<file path="src/rtl/flappy_cpu.sv">
// flappy_cpu: per-frame game engine. On each GPU swap it advances bird and pipe
// physics, then streams the frame's draw ops to the GPU over valid/ready.
module flappy_cpu #(
  parameter int SCREEN_W     = 640,
  parameter int SCREEN_H     = 480,
  parameter int PIPE_COUNT   = 3,
  parameter int PIPE_SPACING = 240,
  parameter int PIPE_W       = 60,
  parameter int GAP_H        = 140,
  parameter int GAP_MIN      = 40,
  parameter int BIRD_X       = 100,
  parameter int BIRD_SIZE    = 20,
  parameter int GRAVITY      = 1,
  parameter int JUMP_VEL     = 10,
  parameter int MAX_FALL     = 12,
  parameter int PIPE_SPEED   = 2
) (
  input  logic        clk,
  input  logic        rst,
  input  logic        ce,
  input  logic        btn,
  input  logic        swap,
  output logic [59:0] op,
  output logic        op_valid,
  input  logic        op_ready,
  output logic        lose,
  output logic [9:0]  score
);

  typedef struct packed {
    logic [10:0] x;
    logic [10:0] y;
    logic [10:0] width;
    logic [10:0] height;
    logic        color;
    logic        mem_en;
    logic [10:0] mem_addr;
    logic [2:0]  scale;
  } gpu_op_t;

  typedef enum logic [1:0] {S_EMIT, S_WAIT_SWAP, S_UPDATE, S_LOST} state_t;

  localparam int OP_N  = 2 + 2 * PIPE_COUNT;
  localparam int IDX_W = $clog2(OP_N + 1);
  localparam logic signed [11:0] BIRD_Y0   = 12'((SCREEN_H - BIRD_SIZE) / 2);
  localparam logic        [15:0] LFSR_SEED = 16'hACE1;

  state_t             r_state, w_state_next;
  logic [IDX_W-1:0]   r_idx;
  gpu_op_t            r_op;
  logic               r_op_valid;
  logic               r_lose;
  logic [9:0]         r_score;
  logic signed [11:0] r_bird_y;
  logic signed [7:0]  r_vel;
  logic               r_jump_req;
  logic               r_btn_d;
  logic [15:0]        r_lfsr;
  logic [11:0]        r_pipe_x [PIPE_COUNT];
  logic [11:0]        r_gap_y  [PIPE_COUNT];

  assign op       = r_op;
  assign op_valid = r_op_valid;
  assign lose     = r_lose;
  assign score    = r_score;

  // ---------------- op list candidates ----------------
  logic [11:0] w_pipe_w [PIPE_COUNT];
  gpu_op_t     w_cand   [OP_N];
  logic        w_vis    [OP_N];

  always_comb begin
    // NOTE: every combinationally written signal gets a default first, so no path infers a latch.
    for (int j = 0; j < OP_N; j++) begin
      w_cand[j] = '0;
      w_vis[j]  = 1'b0;
    end
    for (int i = 0; i < PIPE_COUNT; i++) begin
      w_pipe_w[i] = (12'(SCREEN_W) - r_pipe_x[i] < 12'(PIPE_W)) ?
                    12'(SCREEN_W) - r_pipe_x[i] : 12'(PIPE_W);
    end

    w_cand[0].width  = 11'(SCREEN_W);
    w_cand[0].height = 11'(SCREEN_H);
    w_vis[0]         = (w_cand[0].height != '0);

    w_cand[1].x      = 11'(BIRD_X);
    w_cand[1].y      = r_bird_y[10:0];
    w_cand[1].width  = 11'(BIRD_SIZE);
    w_cand[1].height = 11'(BIRD_SIZE);
    w_cand[1].color  = 1'b1;
    w_vis[1]         = (w_cand[1].height != '0);

    for (int i = 0; i < PIPE_COUNT; i++) begin
      w_cand[2+2*i].x      = r_pipe_x[i][10:0];
      w_cand[2+2*i].width  = w_pipe_w[i][10:0];
      w_cand[2+2*i].height = r_gap_y[i][10:0];
      w_cand[2+2*i].color  = 1'b1;
      w_vis[2+2*i]         = (r_pipe_x[i] < 12'(SCREEN_W)) && (r_gap_y[i] != '0);

      w_cand[3+2*i].x      = r_pipe_x[i][10:0];
      w_cand[3+2*i].y      = 11'(r_gap_y[i] + 12'(GAP_H));
      w_cand[3+2*i].width  = w_pipe_w[i][10:0];
      w_cand[3+2*i].height = 11'(12'(SCREEN_H) - r_gap_y[i] - 12'(GAP_H));
      w_cand[3+2*i].color  = 1'b1;
      w_vis[3+2*i]         = (r_pipe_x[i] < 12'(SCREEN_W)) &&
                             (12'(SCREEN_H) - r_gap_y[i] - 12'(GAP_H) != '0);
    end
  end

  // First visible op at or after the current index; hidden ops cost no cycle.
  logic             w_found;
  logic [IDX_W-1:0] w_sel;

  always_comb begin
    w_found = 1'b0;
    w_sel   = '0;
    for (int j = OP_N - 1; j >= 0; j--) begin
      if (IDX_W'(j) >= r_idx && w_vis[j]) begin
        w_found = 1'b1;
        w_sel   = IDX_W'(j);
      end
    end
  end

  // ---------------- frame physics ----------------
  logic signed [8:0]     w_vel_sum;
  logic signed [7:0]     w_vel_next;
  logic signed [11:0]    w_y_sum;
  logic [11:0]           w_y_next;
  logic [11:0]           w_px_next  [PIPE_COUNT];
  logic [11:0]           w_gap_next [PIPE_COUNT];
  logic [PIPE_COUNT-1:0] w_pass;
  logic [PIPE_COUNT-1:0] w_crash;
  logic                  w_floor;
  logic [10:0]           w_score_sum;
  logic [9:0]            w_score_next;
  logic                  w_lfsr_fb;
  logic                  w_btn_rise;

  assign w_lfsr_fb  = r_lfsr[15] ^ r_lfsr[13] ^ r_lfsr[12] ^ r_lfsr[10];
  assign w_btn_rise = btn && !r_btn_d;

  always_comb begin
    w_vel_sum  = {r_vel[7], r_vel} + 9'(GRAVITY);
    w_vel_next = r_jump_req ? 8'(-JUMP_VEL) :
                 (w_vel_sum > $signed(9'(MAX_FALL))) ? 8'(MAX_FALL) : w_vel_sum[7:0];
    w_y_sum    = r_bird_y + {{4{w_vel_next[7]}}, w_vel_next};
    w_y_next   = w_y_sum[11] ? 12'd0 : w_y_sum;
    w_floor    = (13'(w_y_next) + 13'(BIRD_SIZE)) >= 13'(SCREEN_H);

    w_score_sum = 11'(r_score);
    for (int i = 0; i < PIPE_COUNT; i++) begin
      if (r_pipe_x[i] < 12'(PIPE_SPEED)) begin
        w_px_next[i]  = r_pipe_x[i] + 12'(PIPE_COUNT * PIPE_SPACING - PIPE_SPEED);
        w_gap_next[i] = 12'(GAP_MIN) + {4'd0, r_lfsr[7:0]};
      end else begin
        w_px_next[i]  = r_pipe_x[i] - 12'(PIPE_SPEED);
        w_gap_next[i] = r_gap_y[i];
      end
      w_pass[i]  = (13'(r_pipe_x[i]) + 13'(PIPE_W) >= 13'(BIRD_X)) &&
                   (13'(w_px_next[i]) + 13'(PIPE_W) <  13'(BIRD_X));
      w_crash[i] = (13'(w_px_next[i]) < 13'(BIRD_X + BIRD_SIZE)) &&
                   (13'(w_px_next[i]) + 13'(PIPE_W) > 13'(BIRD_X)) &&
                   !((w_y_next >= w_gap_next[i]) &&
                     (13'(w_y_next) + 13'(BIRD_SIZE) <= 13'(w_gap_next[i]) + 13'(GAP_H)));
      w_score_sum = w_score_sum + 11'(w_pass[i]);
    end
    w_score_next = (w_score_sum > 11'd1023) ? 10'd1023 : w_score_sum[9:0];
  end

  // ---------------- control FSM ----------------
  logic w_load, w_do_update, w_do_restart;

  always_comb begin
    w_state_next = r_state;
    w_load       = 1'b0;
    w_do_update  = 1'b0;
    w_do_restart = 1'b0;
    unique case (r_state)
      S_EMIT: begin
        w_load = !r_op_valid || op_ready;
        if (w_load && !w_found) w_state_next = S_WAIT_SWAP;
      end
      S_WAIT_SWAP: if (swap) w_state_next = r_lose ? S_LOST : S_UPDATE;
      S_UPDATE: begin
        w_do_update  = 1'b1;
        w_state_next = S_EMIT;
      end
      S_LOST: begin
        w_do_restart = r_jump_req;
        w_state_next = S_EMIT;
      end
      default: w_state_next = S_EMIT;
    endcase
  end

  always_ff @(posedge clk or negedge rst) begin
    if (!rst)    r_state <= S_EMIT;
    else if (ce) r_state <= w_state_next;
  end

  always_ff @(posedge clk or negedge rst) begin
    if (!rst) begin
      r_idx      <= '0;
      r_op       <= '0;
      r_op_valid <= 1'b0;
      r_lose     <= 1'b0;
      r_score    <= '0;
      r_bird_y   <= BIRD_Y0;
      r_vel      <= '0;
      r_jump_req <= 1'b0;
      r_btn_d    <= 1'b0;
      r_lfsr     <= LFSR_SEED;
      // NOTE: the pipe arrays are a handful of flops, not a RAM, so they take the async reset.
      for (int i = 0; i < PIPE_COUNT; i++) begin
        r_pipe_x[i] <= 12'(SCREEN_W + i * PIPE_SPACING);
        r_gap_y[i]  <= 12'(GAP_MIN);
      end
    end else if (ce) begin
      // NOTE: state uses non-blocking assignments; later ones in this block deliberately override earlier ones.
      r_lfsr  <= {r_lfsr[14:0], w_lfsr_fb};
      r_btn_d <= btn;
      if (w_do_update || w_do_restart) r_jump_req <= w_btn_rise;
      else                             r_jump_req <= r_jump_req || w_btn_rise;

      if (w_load) begin
        if (w_found) begin
          r_op       <= w_cand[w_sel];
          r_op_valid <= 1'b1;
          r_idx      <= w_sel + IDX_W'(1);
        end else begin
          r_op       <= '0;
          r_op_valid <= 1'b0;
          r_idx      <= '0;
        end
      end

      if (w_do_update) begin
        r_vel    <= w_vel_next;
        r_bird_y <= w_y_next;
        r_score  <= w_score_next;
        r_lose   <= r_lose | w_floor | (|w_crash);
        for (int i = 0; i < PIPE_COUNT; i++) begin
          r_pipe_x[i] <= w_px_next[i];
          r_gap_y[i]  <= w_gap_next[i];
        end
      end

      if (w_do_restart) begin
        r_lose   <= 1'b0;
        r_score  <= '0;
        r_bird_y <= BIRD_Y0;
        r_vel    <= '0;
        r_lfsr   <= LFSR_SEED;
        for (int i = 0; i < PIPE_COUNT; i++) begin
          r_pipe_x[i] <= 12'(SCREEN_W + i * PIPE_SPACING);
          r_gap_y[i]  <= 12'(GAP_MIN);
        end
      end
    end
  end

endmodule

</file>
<file path="config.mk">
export PLATFORM = sky130hd
export DESIGN_NAME = flappy_cpu
export DESIGN_NICKNAME = d
export VERILOG_FILES = /design/src/rtl/flappy_cpu.sv
export SDC_FILE = /design/constraint.sdc
export NUM_CORES = 1
export LEC_CHECK = 0
export CAP_MARGIN = 20
export CORE_AREA = 2 2 210 212
export CTS_BUF_LIST = sky130_fd_sc_hd__clkbuf_8
export DETAILED_ROUTE_END_ITERATION = 8
export DIE_AREA = 0 0 212 214
export SYNTH_ARGS = -nofsm -noshare
export SYNTH_HDL_FRONTEND = slang
export SYNTH_SLANG_ARGS = --single-unit
</file>
<file path="constraint.sdc">
create_clock -name clk -period 6.6 [get_ports clk]
set_input_delay 1.98 -clock clk [delete_from_list [all_inputs] [get_ports clk]]
set_output_delay 1.98 -clock clk [all_outputs]
set_load 0.05 [all_outputs]
</file>
==> impl_metrics.ini <==
[outcome]
status = finished, final reports clean

[sta]
finalMaxSlewViolations = 0
skew_ns = 0.0164
hold_viol = 0
final-setup-viol-count = 0
max_freq_mhz = 158
final.setup.worst_slack_ns = 0.286
tightestPinTransition_ns = 1.01
slew_headroom = 0.324
fin_crit_sh = 0.957
fin_crit_ns = 6.31

[worst_setup_path]
crit_start = r_vel[0]$_DFFE_PN0P_
arrival_ns = 6.74
r2r-start = r_vel[0]$_DFFE_PN0P_
crit_fanout = 7
cp_slowest_cell = or4_4
worst_setup_path_start_kind = flip-flop
critPathMaxStageDelay_ns = 0.55
end_kind = flip-flop
critPathKind = reg -> reg
critPathRequiredTime_ns = 7.02

[global_routing]
grt_max_degree = 78
grt_pass1_wl_microns = 80600
track_usage = 0.229
first_global_vias = 13600
antenna_found_initial = 1
grt_overflow_total = 0

[logic_synthesis]
synth_cells = 1872
synth.distinct_cells = 108
yosys_most_used_dff = dfrtp_1
synth-edff-count = 0
synth.yosys.warnings = 0
async_flop_share = 1.00
ys_ff_latch = 168
syn-cell-area_sq_mm = 0.0150
seq_area_frac_synth = 0.283
syn_avg_cell_area_sq_um = 8.01

[placement]
pre_cts_ws_ns = -0.245
dp.cells = 2454
dp_hpwl_microns = 38900
routabilityCongestion = 0.938
io_buffers = 62

[clocking]
holdBufCountCts = 0
cts_made_buffers = 17
clockBufferDepth = 2
cts_htree_levels = 4
tritoncts = built
cts-root-buf = clkbuf_8
numClockSinks = 168
clk_pin_slew_ns = 0.10
insertion_delay_ns = 0.57

[power_and_ir_drop]
max-vdd-ir-drop_uv = 227
power.leakage_nw = 7.29
p_per_area_mw_per_mm2 = 366

[finish]
drive_gt1_frac = 0.114
area_delta_synth_final_pct = 12.9
register_area_sq_mm = 0.00424
fin_util = 0.395
antenna_cells = 0
fin_nets = 2016
multi_input_area_sq_mm = 0.0101
nFillCells = 4398
layout.cells.non_filler = 2500

[drt]
drt-total-wl_microns = 51900
routedWlPerCell_microns = 20.8
viasPerCell = 5.82
drt_iter0_markers = 1182
first_pass_iters = 5
dr_total_vias = 14500
detail-route-antenna-nets = 0
drc_errors = 0

[hold_path]
min_from = r_btn_d$_DFFE_PN0P_
hold_class = reg -> reg

[run]
max-cap-violations = 0

[floorplanning]
rows = 76
die_w_microns = 212
ioPinCount = 78
core-area_sq_mm = 0.0429
dieHeight_microns = 214
start_util = 0.349
die_area_sq_mm = 0.0454
[critical path: cells and delay by family, from the launching register on]
| kind | cells | cell delay, ns |
|---|---|---|
| and+or+nand+nor | 12 | 1.95 |
| adders and majority gates | 4 | 0.97 |
| AOI/OAI and AO/OA | 12 | 2.49 |
| DFF | 1 | 0.36 |
| xor gates and xnor gates | 1 | 0.19 |
| buffers and inverters | 2 | 0.19 |
[flip-flops by register name, indices dropped and copies added (netlist names)]
signal and flops:
lose 1, op 44, op_valid 1, r_bird_y 11, r_btn_d 1, r_gap_y 36
r_idx 4, r_jump_req 1, r_lfsr 16, r_pipe_x 33, r_state 2, r_vel 8
score 10
[cells in the final DEF, fill, tap and decap left out, types with 30 or more instances in the layout]
cell type	instances
clkdlybuf4s50_1	61
nand3_1	55
nand2_1	204
inv_1	72
nor3_1	38
o21ai_0	146
ha_1	100
dfrtp_1	138
o22ai_1	31
xor2_1	50
a21oi_1	123
a21o_1	30
buf_4	70
xnor2_1	64
nor2_1	156
[cell families (layout without fill, tap and decap cells)]
logic type | Yosys count | count (layout) | synth area share
simple gates | 650 | 650 | 0.214
compound gates | 586 | 586 | 0.259
buf+inv | 211 | 240 | 0.0602
flops | 168 | 168 | 0.283
xor+xnor | 116 | 116 | 0.0683
fa+ha+maj | 109 | 109 | 0.0924
mux | 31 | 31 | 0.0230
other cells | 1 | 15 | 0.000250
[final timing paths]
path | to | slack [ns] | cells past startpoint
hold reg to reg | r_jump_req$_DFFE_PN0P_ | 0.47 | 1
setup reg to reg | lose$_DFFE_PN0P_ | 0.29 | 31
min in group asynchronous | op_valid$_DFFE_PN0P_ | 1.46 | 1
max in group asynchronous | op[57]$_DFFE_PN0P_ | 3.94 | 2
setup / recovery | lose$_DFFE_PN0P_ | 0.29 | 31
hold / removal | r_jump_req$_DFFE_PN0P_ | 0.47 | 1
[synth_stat cells, types with 6 or more instances]
master	count	share of area
o21a_1	22	0.011
nand2b_1	24	0.010
buf_2	10	0.0033
inv_1	72	0.018
ha_1	105	0.088
a21o_1	31	0.016
o211ai_1	27	0.014
nand2_1	206	0.052
nor3b_1	8	0.0040
a211oi_1	14	0.0070
a21boi_0	8	0.0040
xor2_1	51	0.030
buf_4	20	0.010
a31oi_1	26	0.011
dfrtp_1	139	0.23
nor2_1	160	0.040
o31ai_1	11	0.0055
clkbuf_1	94	0.024
nand3b_1	6	0.0030
a22o_1	27	0.016
nor2b_1	23	0.0096
nand3_1	55	0.018
nor4_1	17	0.0071
buf_1	10	0.0025
xnor2_1	64	0.037
nand4_1	18	0.0075
and2_1	15	0.0063
a32oi_1	6	0.0035
a2111oi_0	8	0.0047
dfstp_2	29	0.051
a21oi_1	129	0.043
o22a_1	9	0.0053
or4_1	8	0.0040
mux2i_1	24	0.016
o21ai_0	149	0.050
o221ai_1	9	0.0053
nor3_1	40	0.013
and3_1	15	0.0063
a22oi_1	7	0.0035
or3_1	15	0.0063
o22ai_1	31	0.013
o21ai_1	7	0.0023
[area by class of cell]
type | count | area share
Timing Repair Buffer | 133 | 0.0684
Tap cell | 585 | 0.0432
Sequential cell | 168 | 0.251
Clock inverter | 13 | 0.00717
Multi-Input combinational cell | 1507 | 0.598
Inverter | 75 | 0.0171
Clock buffer | 19 | 0.0154
[power breakdown]
group | internal, mW | switching (mW)
clock network | 0.321 | 0.457
logic | 1.53 | 2.46
registers | 1.22 | 0.218
[through the flow]
| stage | hold WS (ns) | TNS [ns] | total power [mW] | instance area [sq um] |
|---|---|---|---|---|
| finish | 0.474 | 0 | 6.20 | 16900 |
| global route | 0.502 | -0.0354 | 6.64 | 16900 |
| CTS | 0.473 | 0 | 6.04 | 16700 |
| detailed placement | 0.449 | -0.245 | 5.22 | 16200 |
| global placement | 0.447 | 0 | 5.16 | 16200 |
| floorplan | 0.435 | 0 | 4.07 | 15000 |
[repair_timing]
action / in CTS / in global routing
hold endpoints to repair: 0 / 0
pin swaps: 0 / 17
setup endpoints to repair: 1 / 1
resized for setup: 6 / 33
buffers inserted: 0 / 14
[per-layer routing]
| metal | vias up | share of wire | wire [microns] | global-route usage |
|---|---|---|---|---|
| met1 | 7074 | 0.45 | 23200 | 0.315 |
| met5 | - | 0.00025 | 13 | 0 |
| met2 | 562 | 0.46 | 23800 | 0.354 |
| met3 | 89 | 0.066 | 3410 | 0.0430 |
| met4 | 2 | 0.029 | 1530 | 0.0908 |
| li1 | 6817 | - | - | - |
No activity file was read; power rests on OpenSTA's default activity.
